`src/rtl/mem_stage.sv`:
```
// Memory stage of the 5-stage MIPS pipeline: holds one instruction from
// execute, extracts/extends load data from the data SRAM, and drives the
// write-back bus and the forwarding bus back to decode.
module mem_stage #(
   parameter int unsigned ES_TO_MS_BUS_WD   = 78,
   parameter int unsigned MS_TO_WS_BUS_WD   = 73,
   parameter int unsigned MS_FWD_BLK_BUS_WD = 42
) (
   input  logic                         clk,
   input  logic                         reset,
   input  logic                         ws_allowin,
   output logic                         ms_allowin,
   input  logic                         es_to_ms_valid,
   input  logic [ES_TO_MS_BUS_WD-1:0]   es_to_ms_bus,
   output logic                         ms_to_ws_valid,
   output logic [MS_TO_WS_BUS_WD-1:0]   ms_to_ws_bus,
   input  logic [31:0]                  data_sram_rdata,
   output logic [MS_FWD_BLK_BUS_WD-1:0] ms_fwd_blk_bus
);

   localparam int unsigned DATA_W  = 32;
   localparam int unsigned DEST_W  = 5;
   localparam int unsigned STRB_W  = 4;

   logic                       ms_valid;
   logic                       ms_ready_go;
   logic [ES_TO_MS_BUS_WD-1:0] es_to_ms_bus_r;
   logic [DATA_W-1:0]          rdata_buf;
   logic                       rdata_buf_valid;

   // decoded fields of the held execute-stage payload
   logic                       ms_lb, ms_lbu, ms_lh, ms_lhu, ms_lw, ms_lwl, ms_lwr;
   logic                       ms_res_from_mem;
   logic                       ms_gr_we;
   logic [DEST_W-1:0]          ms_dest;
   logic [DATA_W-1:0]          ms_exe_result;
   logic [DATA_W-1:0]          ms_pc;

   logic [DATA_W-1:0]          ms_rdata;
   logic [1:0]                 addr_lo;
   logic [7:0]                 byte_sel;
   logic [15:0]                half_sel;
   logic [STRB_W-1:0]          wstrb_raw;
   logic [STRB_W-1:0]          rf_wstrb;
   logic [DATA_W-1:0]          final_result;

   assign {ms_lb, ms_lbu, ms_lh, ms_lhu, ms_lw, ms_lwl, ms_lwr,
           ms_res_from_mem, ms_gr_we, ms_dest, ms_exe_result, ms_pc} = es_to_ms_bus_r;

   // handshake: the stage never stalls on its own
   assign ms_ready_go    = 1'b1;
   assign ms_allowin     = !ms_valid || (ms_ready_go && ws_allowin);
   assign ms_to_ws_valid = ms_valid && ms_ready_go;

   // stage occupancy
   always_ff @(posedge clk) begin
      if (reset) begin
         ms_valid <= 1'b0;
      end else if (ms_allowin) begin
         ms_valid <= es_to_ms_valid;
      end
   end

   // payload register, loaded only on an accepted instruction
   always_ff @(posedge clk) begin
      if (es_to_ms_valid && ms_allowin) begin
         es_to_ms_bus_r <= es_to_ms_bus;
      end
   end

   // SRAM data is only valid in the first resident cycle; keep it across stalls
   always_ff @(posedge clk) begin
      if (reset) begin
         rdata_buf_valid <= 1'b0;
      end else if (ms_valid && ws_allowin) begin
         rdata_buf_valid <= 1'b0;
      end else if (ms_valid && !rdata_buf_valid && !ws_allowin) begin
         rdata_buf_valid <= 1'b1;
      end
   end

   // buffered read data payload
   always_ff @(posedge clk) begin
      if (ms_valid && !rdata_buf_valid && !ws_allowin) begin
         rdata_buf <= data_sram_rdata;
      end
   end

   assign ms_rdata = rdata_buf_valid ? rdata_buf : data_sram_rdata;
   assign addr_lo  = ms_exe_result[1:0];

   // byte and halfword lanes addressed by the low address bits
   always_comb begin
      byte_sel = ms_rdata[7:0];
      case (addr_lo)
         2'd0: byte_sel = ms_rdata[7:0];
         2'd1: byte_sel = ms_rdata[15:8];
         2'd2: byte_sel = ms_rdata[23:16];
         2'd3: byte_sel = ms_rdata[31:24];
         default: byte_sel = ms_rdata[7:0];
      endcase
      half_sel = addr_lo[1] ? ms_rdata[31:16] : ms_rdata[15:0];
   end

   // result and write-strobe selection per instruction type
   always_comb begin
      final_result = ms_exe_result;
      wstrb_raw    = 4'b0000;
      if (ms_gr_we) begin
         wstrb_raw = 4'b1111;
         if (ms_res_from_mem) begin
            if (ms_lb) begin
               final_result = {{24{byte_sel[7]}}, byte_sel};
            end else if (ms_lbu) begin
               final_result = {24'd0, byte_sel};
            end else if (ms_lh) begin
               final_result = {{16{half_sel[15]}}, half_sel};
            end else if (ms_lhu) begin
               final_result = {16'd0, half_sel};
            end else if (ms_lwl) begin
               case (addr_lo)
                  2'd0: begin final_result = {ms_rdata[7:0], 24'd0};  wstrb_raw = 4'b1000; end
                  2'd1: begin final_result = {ms_rdata[15:0], 16'd0}; wstrb_raw = 4'b1100; end
                  2'd2: begin final_result = {ms_rdata[23:0], 8'd0};  wstrb_raw = 4'b1110; end
                  default: begin final_result = ms_rdata;             wstrb_raw = 4'b1111; end
               endcase
            end else if (ms_lwr) begin
               case (addr_lo)
                  2'd0: begin final_result = ms_rdata;                 wstrb_raw = 4'b1111; end
                  2'd1: begin final_result = {8'd0, ms_rdata[31:8]};   wstrb_raw = 4'b0111; end
                  2'd2: begin final_result = {16'd0, ms_rdata[31:16]}; wstrb_raw = 4'b0011; end
                  default: begin final_result = {24'd0, ms_rdata[31:24]}; wstrb_raw = 4'b0001; end
               endcase
            end else begin
               // lw, and any load flag combination without a narrower type
               final_result = ms_rdata;
            end
         end
      end
   end

   assign rf_wstrb = ms_valid ? wstrb_raw : 4'b0000;

   // outgoing buses; load data resolves here so decode never needs to block
   assign ms_to_ws_bus   = {rf_wstrb, ms_dest, final_result, ms_pc};
   assign ms_fwd_blk_bus = {rf_wstrb, ms_dest, final_result, 1'b0};

   // ms_lw is implied by the default branch; keep it referenced
   logic unused_ok;
   assign unused_ok = ms_lw;

endmodule

```
`config.mk`:
```
export PLATFORM = sky130hd
export DESIGN_NAME = mem_stage
export DESIGN_NICKNAME = d
export VERILOG_FILES = /design/src/rtl/mem_stage.sv
export SDC_FILE = /design/constraint.sdc
export NUM_CORES = 1
export LEC_CHECK = 0
export ABC_AREA = 1
export BUFFER_PORTS_ARGS = -buffer_cell sky130_fd_sc_hd__buf_2
export CORE_MARGIN = 4
export CORE_UTILIZATION = 45
export DETAILED_ROUTE_END_ITERATION = 16
export PLACE_DENSITY_LB_ADDON = 0.25
export SLEW_MARGIN = 10
export SYNTH_ARGS = -nofsm -noshare
export SYNTH_HDL_FRONTEND = slang
export SYNTH_SLANG_ARGS = --single-unit
```
`constraint.sdc`:
```
create_clock -name clk -period 5.9 [get_ports clk]
set_clock_uncertainty 0.1 [all_clocks]
set_input_delay 0.59 -clock clk [delete_from_list [all_inputs] [get_ports clk]]
set_output_delay 0.59 -clock clk [all_outputs]
set_load 0.005 [all_outputs]
```
==> impl_metrics.env <==
export IMPL_io_buffers=228
export IMPL_place_area_sq_um=7290
export IMPL_regToRegSetupSlack_ps=4080
export IMPL_min_period_ps=4190
export IMPL_cts_sinks=111
export IMPL_root_buffer="clkbuf_16"
export IMPL_ys_top_cells_by_area="edfxtp_1 (49%), nand2_1 (16%), buf_4 (9.3%)"
export IMPL_worst_setup_path_start_kind="flip-flop"
export IMPL_postRouteWirelength_microns=17600
export IMPL_total_power_mw=1.93
export IMPL_status="finished clean"
export IMPL_synth_top_cell_area_share_pct=48.8
export IMPL_antenna_found_initial=0
export IMPL_gr_total_overflow=0
export IMPL_die_height_microns=130
export IMPL_clk_latency_ps=350
export IMPL_postRouteAntennaNets=0
export IMPL_cts_reportedPaths_clkPinSlew_ps=70
export IMPL_crit_path_end_kind="output port"
export IMPL_yosysTopAreaCell="edfxtp_1"
export IMPL_p_leak_nw=3.50
export IMPL_vias_per_cell=5.03
export IMPL_required_ps=5210
export IMPL_grt_pass1_vias=5095
export IMPL_grt_max_degree=78
export IMPL_layout_drive_gt1_share_pct=31.4
export IMPL_worst_slew_pin_slew_ps=1150
export IMPL_syn_area_sq_um=6700
export IMPL_num_antenna_cells=0
export IMPL_drc=0
export IMPL_die_w_microns=130
export IMPL_cp_max_fo=26
export IMPL_cts_tree="built"
export IMPL_nets=1036
export IMPL_slew_violations=0
export IMPL_setup_violations=0
export IMPL_syn_num_nets=907
export IMPL_cts_resized=0
export IMPL_htree_levels=3
export IMPL_ys_warn_count=0
export IMPL_worst_hold_path_type="input port to flip-flop"
export IMPL_worstPathArrival_ps=3500
export IMPL_synth_cells=793
export IMPL_initial_core_util_pct=46.1
export IMPL_synth_seq_cells=111
export IMPL_dr_total_vias=5584
export IMPL_numCtsBuffers=9
export IMPL_grt_pass1_wl_microns=26200
export IMPL_worst_setup_path_type="flip-flop to output port"
export IMPL_cap_viol_max_count=0
export IMPL_max_clock_freq_ghz=0.239
export IMPL_coreArea_sq_um=14500
export IMPL_cts_setup_buffers=0
export IMPL_dp_hpwl_microns=12900
export IMPL_finalHoldViolCount=0
export IMPL_yosysUniqueCellTypes=31
export IMPL_fp_row_count=44
export IMPL_min_period_over_period_pct=70.9
export IMPL_avgSynthCellArea_sq_um=8.45
export IMPL_p_per_area_nw_per_um2=254
export IMPL_die_area_sq_um=16900
export IMPL_grt_usage_pct=20.0
export IMPL_vdd_ir_drop_max_mv=0.165
export IMPL_final_setup_tns_ps=0
export IMPL_seq_area_frac_synth_pct=49.4
export IMPL_wl_per_cell_microns=15.9
export IMPL_drt_pass1_iter_count=5
export IMPL_relSlewSlack_pct=23.0
export IMPL_ios=231
export IMPL_cts_hold_buffers_added=0
export IMPL_clock_path_buffers=2
export IMPL_area_growth_syn_to_layout_pct=13.2
export IMPL_fin_area_sq_um=7590
export IMPL_place_congestion=0.936
export IMPL_drtIter0Drc=418
export IMPL_rsz0062_at_grt="false"
==> flip-flops by register name, summed over array words and instances, names as in the netlist <==
name             flops
es_to_ms_bus_r      77
rdata_buf           32
ms_to_ws_valid       1
rdata_buf_valid      1
==> final timing paths <==
check	depth (start not counted)	end	startpoint
worst max-delay path	10	ms_fwd_blk_bus[12]	es_to_ms_bus_r[33]
worst min-delay path	2	ms_to_ws_valid	reset
worst max register to register	4	es_to_ms_bus_r[58]	ms_to_ws_valid
worst min register to register	3	rdata_buf_valid	ms_to_ws_valid
==> synthesized netlist by cell type (all sizes together) <==
cell and count:
a21oi 55, a22oi 6, a31oi 1, buf 105
clkbuf 11, conb 1, dfxtp 2, edfxtp 109
inv 52, nand2 287, nand3 56, nor2 41
nor3 1, o2111ai 1, o211ai 6, o21ai 57
o31ai 1, or2 1
==> metal layers <==
metal | routed length [microns] | GRT usage, %
met5 | 0 | 0
met4 | 385 | 7.09
met3 | 1310 | 4.13
met2 | 8710 | 33.3
met1 | 7190 | 26.1
==> cells by family after synthesis <==
family	synth area share [%]
AND/OR/NAND/NOR	23.5
other	0.0560
buffers and inverters	15.5
AO/OA/AOI/OAI	11.5
flip-flops	49.4
==> placed cells by master, fill, tap and decap left out, types with 21 or more instances in the layout <==
cell,count
o21ai_1,28
edfxtp_1,109
nand2_1,285
a21oi_2,21
o21ai_0,28
inv_1,45
nand3_1,56
nor2_1,33
buf_2,228
a21oi_1,33
==> cell type report <==
class,count,area [sq um]
clock buffer,9,225
multi-input combinational,514,2360
inverter,52,198
timing repair buffer,234,1190
tap,184,230
sequential,111,3310
clock inverter,6,76.3
fill,1425,6950
==> power by group <==
group / internal [mW] / switching (mW) / leakage, nW
clock network: 0.335 / 0.288 / 0.149
registers: 0.914 / 0.0179 / 1.05
logic: 0.138 / 0.234 / 2.30
total: 1.39 / 0.540 / 3.50
==> through the flow <==
stage          worst slack, ps  cells  hold slack [ps]  util (%)
6_report                  1710   1110              299      52.2
5_1_grt                   1440   1110              284      52.2
4_1_cts                   1760   1110              283      52.2
3_5_place_dp              2150   1095              497      50.1
3_3_place_gp              2130   1095              498      50.1
2_1_floorplan             1410    793              437         -
==> critical path, stage by stage, from the launching register on <==
cell and delay (ps):
edfxtp_1 650, buf_4 340, inv_2 170, nor2_2 900
inv_2 240, o21ai_1 210, a21oi_1 80, o21ai_1 120
nand2_1 130, a21oi_2 160, buf_2 130
(Power assumes the default switching activity.)
